$ cat config.mk
export PLATFORM = sky130hd
export DESIGN_NAME = hex_display_sched
export DESIGN_NICKNAME = d
export VERILOG_FILES = /design/src/rtl/hex_display_sched.sv
export SDC_FILE = /design/constraint.sdc
export NUM_CORES = 1
export LEC_CHECK = 0
export CELL_PAD_IN_SITES_DETAIL_PLACEMENT = 1
export CELL_PAD_IN_SITES_GLOBAL_PLACEMENT = 1
export CORE_MARGIN = 4
export CORE_UTILIZATION = 46
export DETAILED_ROUTE_END_ITERATION = 10
export PLACE_DENSITY_LB_ADDON = 0.1
export SETUP_SLACK_MARGIN = 0.05
export SYNTH_ARGS = -nofsm -noshare
export SYNTH_HDL_FRONTEND = slang
export SYNTH_SLANG_ARGS = --single-unit
export TNS_END_PERCENT = 100
$ cat constraint.sdc
create_clock -name clk -period 3 [get_ports clk]
set_input_delay 0.6 -clock clk [delete_from_list [all_inputs] [get_ports clk]]
set_output_delay 0.6 -clock clk [all_outputs]
set_load 0.01 [all_outputs]
$ cat src/rtl/hex_display_sched.sv
// hex_display_sched
//   Time-shares one external hex-to-seven-segment decoder across NDIG digits.
//   A packed hex value is captured through a valid/ready handshake, fed to the
//   decoder one nibble per clock, and the returned patterns are collected in a
//   stage register. All digits are then committed to seg_out in a single cycle,
//   so the display never shows a mix of old and new digits.
//
//   Optional feature (macro HEX_SCHED_LZ_BLANK_EN): leading-zero blanking at
//   commit; digit 0 is never blanked.
//
// Ports
//   clk         in   1        rising-edge clock
//   rst_n       in   1        asynchronous active-low reset
//   load_valid  in   1        source presents load_data
//   load_ready  out  1        combinational, high only in IDLE
//   load_data   in   4*NDIG   packed hex value, nibble i -> digit i
//   dec_nibble  out  4        nibble presented to the shared decoder (combinational)
//   dec_seg     in   7        decoder result for dec_nibble, active-low {g..a}
//   seg_out     out  7*NDIG   registered digit patterns, active-low
//   busy        out  1        high in SCAN or COMMIT (combinational)
//   done        out  1        registered one-cycle pulse with each seg_out update
module hex_display_sched #(
  parameter int unsigned NDIG = 4
) (
  input  logic              clk,
  input  logic              rst_n,
  input  logic              load_valid,
  output logic              load_ready,
  input  logic [4*NDIG-1:0] load_data,
  output logic [3:0]        dec_nibble,
  input  logic [6:0]        dec_seg,
  output logic [7*NDIG-1:0] seg_out,
  output logic              busy,
  output logic              done
);

  localparam int unsigned DW = 4 * NDIG;
  localparam int unsigned SW = 7 * NDIG;
  localparam int unsigned IW = (NDIG > 1) ? $clog2(NDIG) : 1;

  typedef enum logic [1:0] {
    S_IDLE   = 2'd0,
    S_SCAN   = 2'd1,
    S_COMMIT = 2'd2
  } state_t;

  state_t          r_state;
  state_t          w_state_nxt;
  logic [IW-1:0]   r_idx;
  logic [IW-1:0]   w_idx_nxt;
  logic [DW-1:0]   r_shadow;
  logic [DW-1:0]   w_shadow_nxt;
  logic [SW-1:0]   r_stage;
  logic [SW-1:0]   w_stage_nxt;
  logic [SW-1:0]   r_seg_out;
  logic [SW-1:0]   w_seg_nxt;
  logic            r_done;
  logic            w_done_nxt;
  logic [3:0]      w_dec_nibble;
  logic [SW-1:0]   w_commit;

  // State and datapath registers
  always_ff @(posedge clk or negedge rst_n) begin
    if (!rst_n) begin
      r_state   <= S_IDLE;
      r_idx     <= '0;
      r_shadow  <= '0;
      r_stage   <= '0;
      r_seg_out <= '1;
      r_done    <= 1'b0;
    end else begin
      r_state   <= w_state_nxt;
      r_idx     <= w_idx_nxt;
      r_shadow  <= w_shadow_nxt;
      r_stage   <= w_stage_nxt;
      r_seg_out <= w_seg_nxt;
      r_done    <= w_done_nxt;
    end
  end

  // Pattern committed to seg_out, optionally with leading zeros blanked
  always_comb begin
    w_commit = r_stage;
`ifdef HEX_SCHED_LZ_BLANK_EN
    begin
      logic w_seen;
      w_seen = 1'b0;
      // Walk from the top digit down; blank until the first non-zero nibble
      for (int i = int'(NDIG) - 1; i > 0; i--) begin
        w_seen = w_seen | (r_shadow[4*i +: 4] != 4'h0);
        if (!w_seen) begin
          w_commit[7*i +: 7] = 7'h7F;
        end
      end
    end
`endif
  end

  // Next-state and datapath control
  always_comb begin
    w_state_nxt  = r_state;
    w_idx_nxt    = r_idx;
    w_shadow_nxt = r_shadow;
    w_stage_nxt  = r_stage;
    w_seg_nxt    = r_seg_out;
    w_done_nxt   = 1'b0;
    w_dec_nibble = 4'h0;

    case (r_state)
      S_IDLE: begin
        if (load_valid) begin
          w_shadow_nxt = load_data;
          w_idx_nxt    = '0;
          w_state_nxt  = S_SCAN;
        end
      end

      S_SCAN: begin
        // Select the current nibble and capture its decoded pattern
        for (int i = 0; i < int'(NDIG); i++) begin
          if (r_idx == IW'(i)) begin
            w_dec_nibble           = r_shadow[4*i +: 4];
            w_stage_nxt[7*i +: 7]  = dec_seg;
          end
        end
        if (r_idx == IW'(NDIG - 1)) begin
          w_state_nxt = S_COMMIT;
        end else begin
          w_idx_nxt = r_idx + IW'(1);
        end
      end

      S_COMMIT: begin
        w_seg_nxt   = w_commit;
        w_done_nxt  = 1'b1;
        w_state_nxt = S_IDLE;
      end

      default: begin
        w_state_nxt = S_IDLE;
      end
    endcase
  end

  assign load_ready = (r_state == S_IDLE);
  assign busy       = (r_state != S_IDLE);
  assign dec_nibble = w_dec_nibble;
  assign seg_out    = r_seg_out;
  assign done       = r_done;

endmodule
==> results of run 1 <==
layout by cell type (no fill, tap or decap), drive strengths merged, types with 2 or more instances in the layout:
master         instances
inv                    5
a221oi                 3
mux2                  73
clkbuf                13
dfstp                 28
bufinv                 2
dfrtp                 49
o41ai                  3
o21ai                  2
nor2b                  6
nor3b                  2
ha                     4
dlygate4sd2            3
buf                    4
nand2                  6
nor2                   2
nand3                  3
clkdlybuf4s50         56
layer usage:
metal / vias up / track usage (%) / share of wire (%)
met5: - / 0 / 0
met4: 0 / 6.12 / 1.4
met3: 8 / 5.75 / 3.8
met2: 41 / 28.5 / 50
met1: 947 / 21.6 / 45
li1: 839 / - / -
synth_stat cells (3+ instances only):
| cell | number | area, sq um |
|---|---|---|
| o41ai_1 | 3 | 26.3 |
| dfrtp_1 | 49 | 1230 |
| dfstp_2 | 28 | 736 |
| nor2b_1 | 6 | 37.5 |
| mux2_1 | 37 | 417 |
| nand2_4 | 4 | 45.0 |
| mux2_2 | 36 | 405 |
| ha_1 | 4 | 50.1 |
| inv_1 | 5 | 18.8 |
| a221oi_1 | 3 | 26.3 |
| nand3_1 | 3 | 15.0 |
| buf_4 | 3 | 22.5 |
metrics by stage:
| stage | util (%) | power [uW] |
|---|---|---|
| after CTS | 62.1 | 4680 |
| final | 62.1 | 4600 |
| after global placement | 58.6 | 3710 |
| after detailed placement | 58.6 | 3780 |
| after floorplan | - | 2960 |
| after global routing | 62.1 | 4920 |
timing repair:
action                                 4_1_cts  5_1_grt
setup endpoints to repair                    3        1
endpoints found under the hold margin        0        0
resized for setup                            4        1
logic make-up (layout without fill, tap and decap cells):
logic type,Yosys count,count (layout)
buffers and inverters,12,84
adder cells (fa/ha/maj),4,4
AND/OR/NAND/NOR,22,22
flip-flops,77,77
multiplexers,73,73
AO/OA/AOI/OAI,10,10
flip-flops by register name, summed over array words and instances, names as in the netlist:
name / count
done: 1
r_shadow: 16
seg_out: 28
r_idx: 2
r_stage: 28
r_state: 2
critical path, stage by stage, from the launching register on:
cell,delay (ns)
dfrtp_1,0.42
inv_1,0.11
ha_2,0.30
nor2b_1,0.17
nor3_1,0.05
a32o_1,0.24
clkdlybuf4s50_1,0.48
worst paths after layout:
check                                         from                       to
max reg2reg                   r_idx[0]$_DFFE_PN0P_     r_idx[0]$_DFFE_PN0P_
min                                          rst_n  r_stage[26]$_DFFE_PN0P_
min reg2reg                r_stage[21]$_DFFE_PN0P_  r_stage[21]$_DFFE_PN0P_
max in group asynchronous                    rst_n  r_stage[22]$_DFFE_PN0P_
min in group clk           r_stage[21]$_DFFE_PN0P_  r_stage[21]$_DFFE_PN0P_
max                           r_idx[0]$_DFFE_PN0P_            dec_nibble[1]
area by class of cell:
class,instances,area [sq um],area share (%)
Tap cell,77,96.3,2.39
Inverter,5,18.8,0.465
Timing Repair Buffer,63,617,15.3
Clock buffer,13,159,3.94
Clock inverter,3,68.8,1.70
Multi-Input combinational cell,109,1110,27.6
Sequential cell,77,1960,48.6
power by group through the flow:
| stage | Combinational, uW | Sequential, uW | Clock, uW |
|---|---|---|---|
| 2_1_floorplan | 945 | 2020 | 0 |
| 4_1_cts | 1770 | 2010 | 900 |
| 6_report | 1730 | 2000 | 869 |
| 3_3_place_gp | 1710 | 2000 | 0 |
| 3_5_place_dp | 1770 | 2010 | 0 |
| 5_1_grt | 1900 | 2080 | 949 |
==> impl_results.md, run 1 <==
- Critical path fanouts, max: 9
- Leakage power total: 0.00168 uW
- Sequential fraction of the synthesis area: between 60% and 70%
- Core Region: between 0.006 and 0.007 sq mm
- Psw: roughly 1400 uW
- Setup violators final: 0
- Worst-skew pair later-pin latency: around 0.34 ns
- Mux cell area share after synthesis: between 20% and 30%
- Syn Area/Cell: 15.8 sq um
- Post-Synth XOR/XNOR Area: 0%
- # DRC: 0
- Outcome: finished, final reports clean
- I/O pin count: between 60 and 70
- Synth async-reset ratio: between 90% and 100%
- Clk root buf: clkbuf_8
- DR vias: roughly 1.8k
- Fin crit share: 90.4%
- Placement Setup Slack: 0.264 ns
- CTS buffer count: 9
- CTS tree: yes
- Post-DP HPWL: about 4300 microns
- GRT Util Overall: approximately 17%
- Initial Utilization: between 40 and 50%
- Initial DRT Pass Iterations: 3
- Mapped Area: approximately 0.0031 sq mm
- Post-Place Cells: about 330
- Area growth syn-to-layout: 28.7%
- Fraction of layout cells with a size suffix above 1: between 30% and 40%
- Die Y: roughly 91 microns
- Cell row count: 29
- Vias in the first global route: roughly 2.1k
- Crit Path Class: reg2out
- Final hold slack: between 0.3 and 0.4 ns
- FILL cells: roughly 630
- Wirelength per Cell: around 18 microns
- Netlist cell types: 25
- Switching share of power: a little under a third
- R2R setup slack: roughly 1.3 ns
- Max VDD drop: 0.587 mV
- Logic gate share of total power: 37.6%
- Clk pwr share: a little under a fifth
- Fin cells: about 350
- # H-tree levels: 3
- # diodes: 0
- Total Die Area: about 0.0082 sq mm
- Area share of fa/ha/maj cells after synthesis: 1.60%
- Pwr Density: about 1100 mW/mm^2
- Postcts setup bufs: 0
- Final net count: roughly 300
- Clock slew at reported path FFs: 0.07 ns
- Rel. slew slack: between 30% and 40%
- Final Max Tran Viols: 0
- Post-route minimum period: ~2.7 ns
- Worst Tran Pin Value: about 0.9 ns
- Setup TNS: 0 ns
- CTS Hold Bufs: 0
- First-pass GRT wire length: 11000 microns
- Maxcap violations: 0
- RePlAce Congestion: between 0.7 and 0.8
- Pint: 3210 uW
- Post-route ant nets: 0
- Synth Area in Compound Gates: 2.47%
- Avg Vias per Cell: ~5.3
- Post-Syn Instances: 198
- Post-Layout Inst Area: 0.00404 sq mm
- Initial antenna violation count: 0
- #FFs+latches synth: 77
- Fmax: between 300 and 400 MHz
- Placed inst area: between 0.003 and 0.004 sq mm
- Clk_skew: between 0.01 and 0.015 ns
- Post-route setup slack: roughly 0.29 ns
- Post-synth EDFFs: 0
- Simple-Gate Fraction of Synth Area: under 10%
- Largest net degree at the start of global routing: 78
- Clk sinks: 77
- Commonest register cell after synthesis: dfrtp_1
- Startpoint types: flop
- Syn_nets: between 200 and 250
- Critical Path End Type: primary output
- Die width: 90.6 microns
- Drt total wl: 6370 microns
- Final hold viol count: 0
- Yosys warning count: 0
- RSZ-0062 raised after global routing: no
- Iter 0 DRT Violations: 58
- Arr. time, crit path: 2.11 ns
- Largest family of logic cells by synthesized area: multiplexers
- R2R cell count: 4
- Global route overflow: 0
- Hold Crit Class: in2async
- Worst endpoint required time: around 2.4 ns
- # port buffers: 60
- Seq pwr share: approximately 44%
- Max Root-Sink Buffers: 2
(Power assumes the default switching activity.)
==> inputs of run 2 (changes only) <==
Settings changed: CTS_CLUSTER_SIZE set to 12.
==> results of run 2 <==
Same layout as run 1: the final DEF is identical, and so are final timing and power.
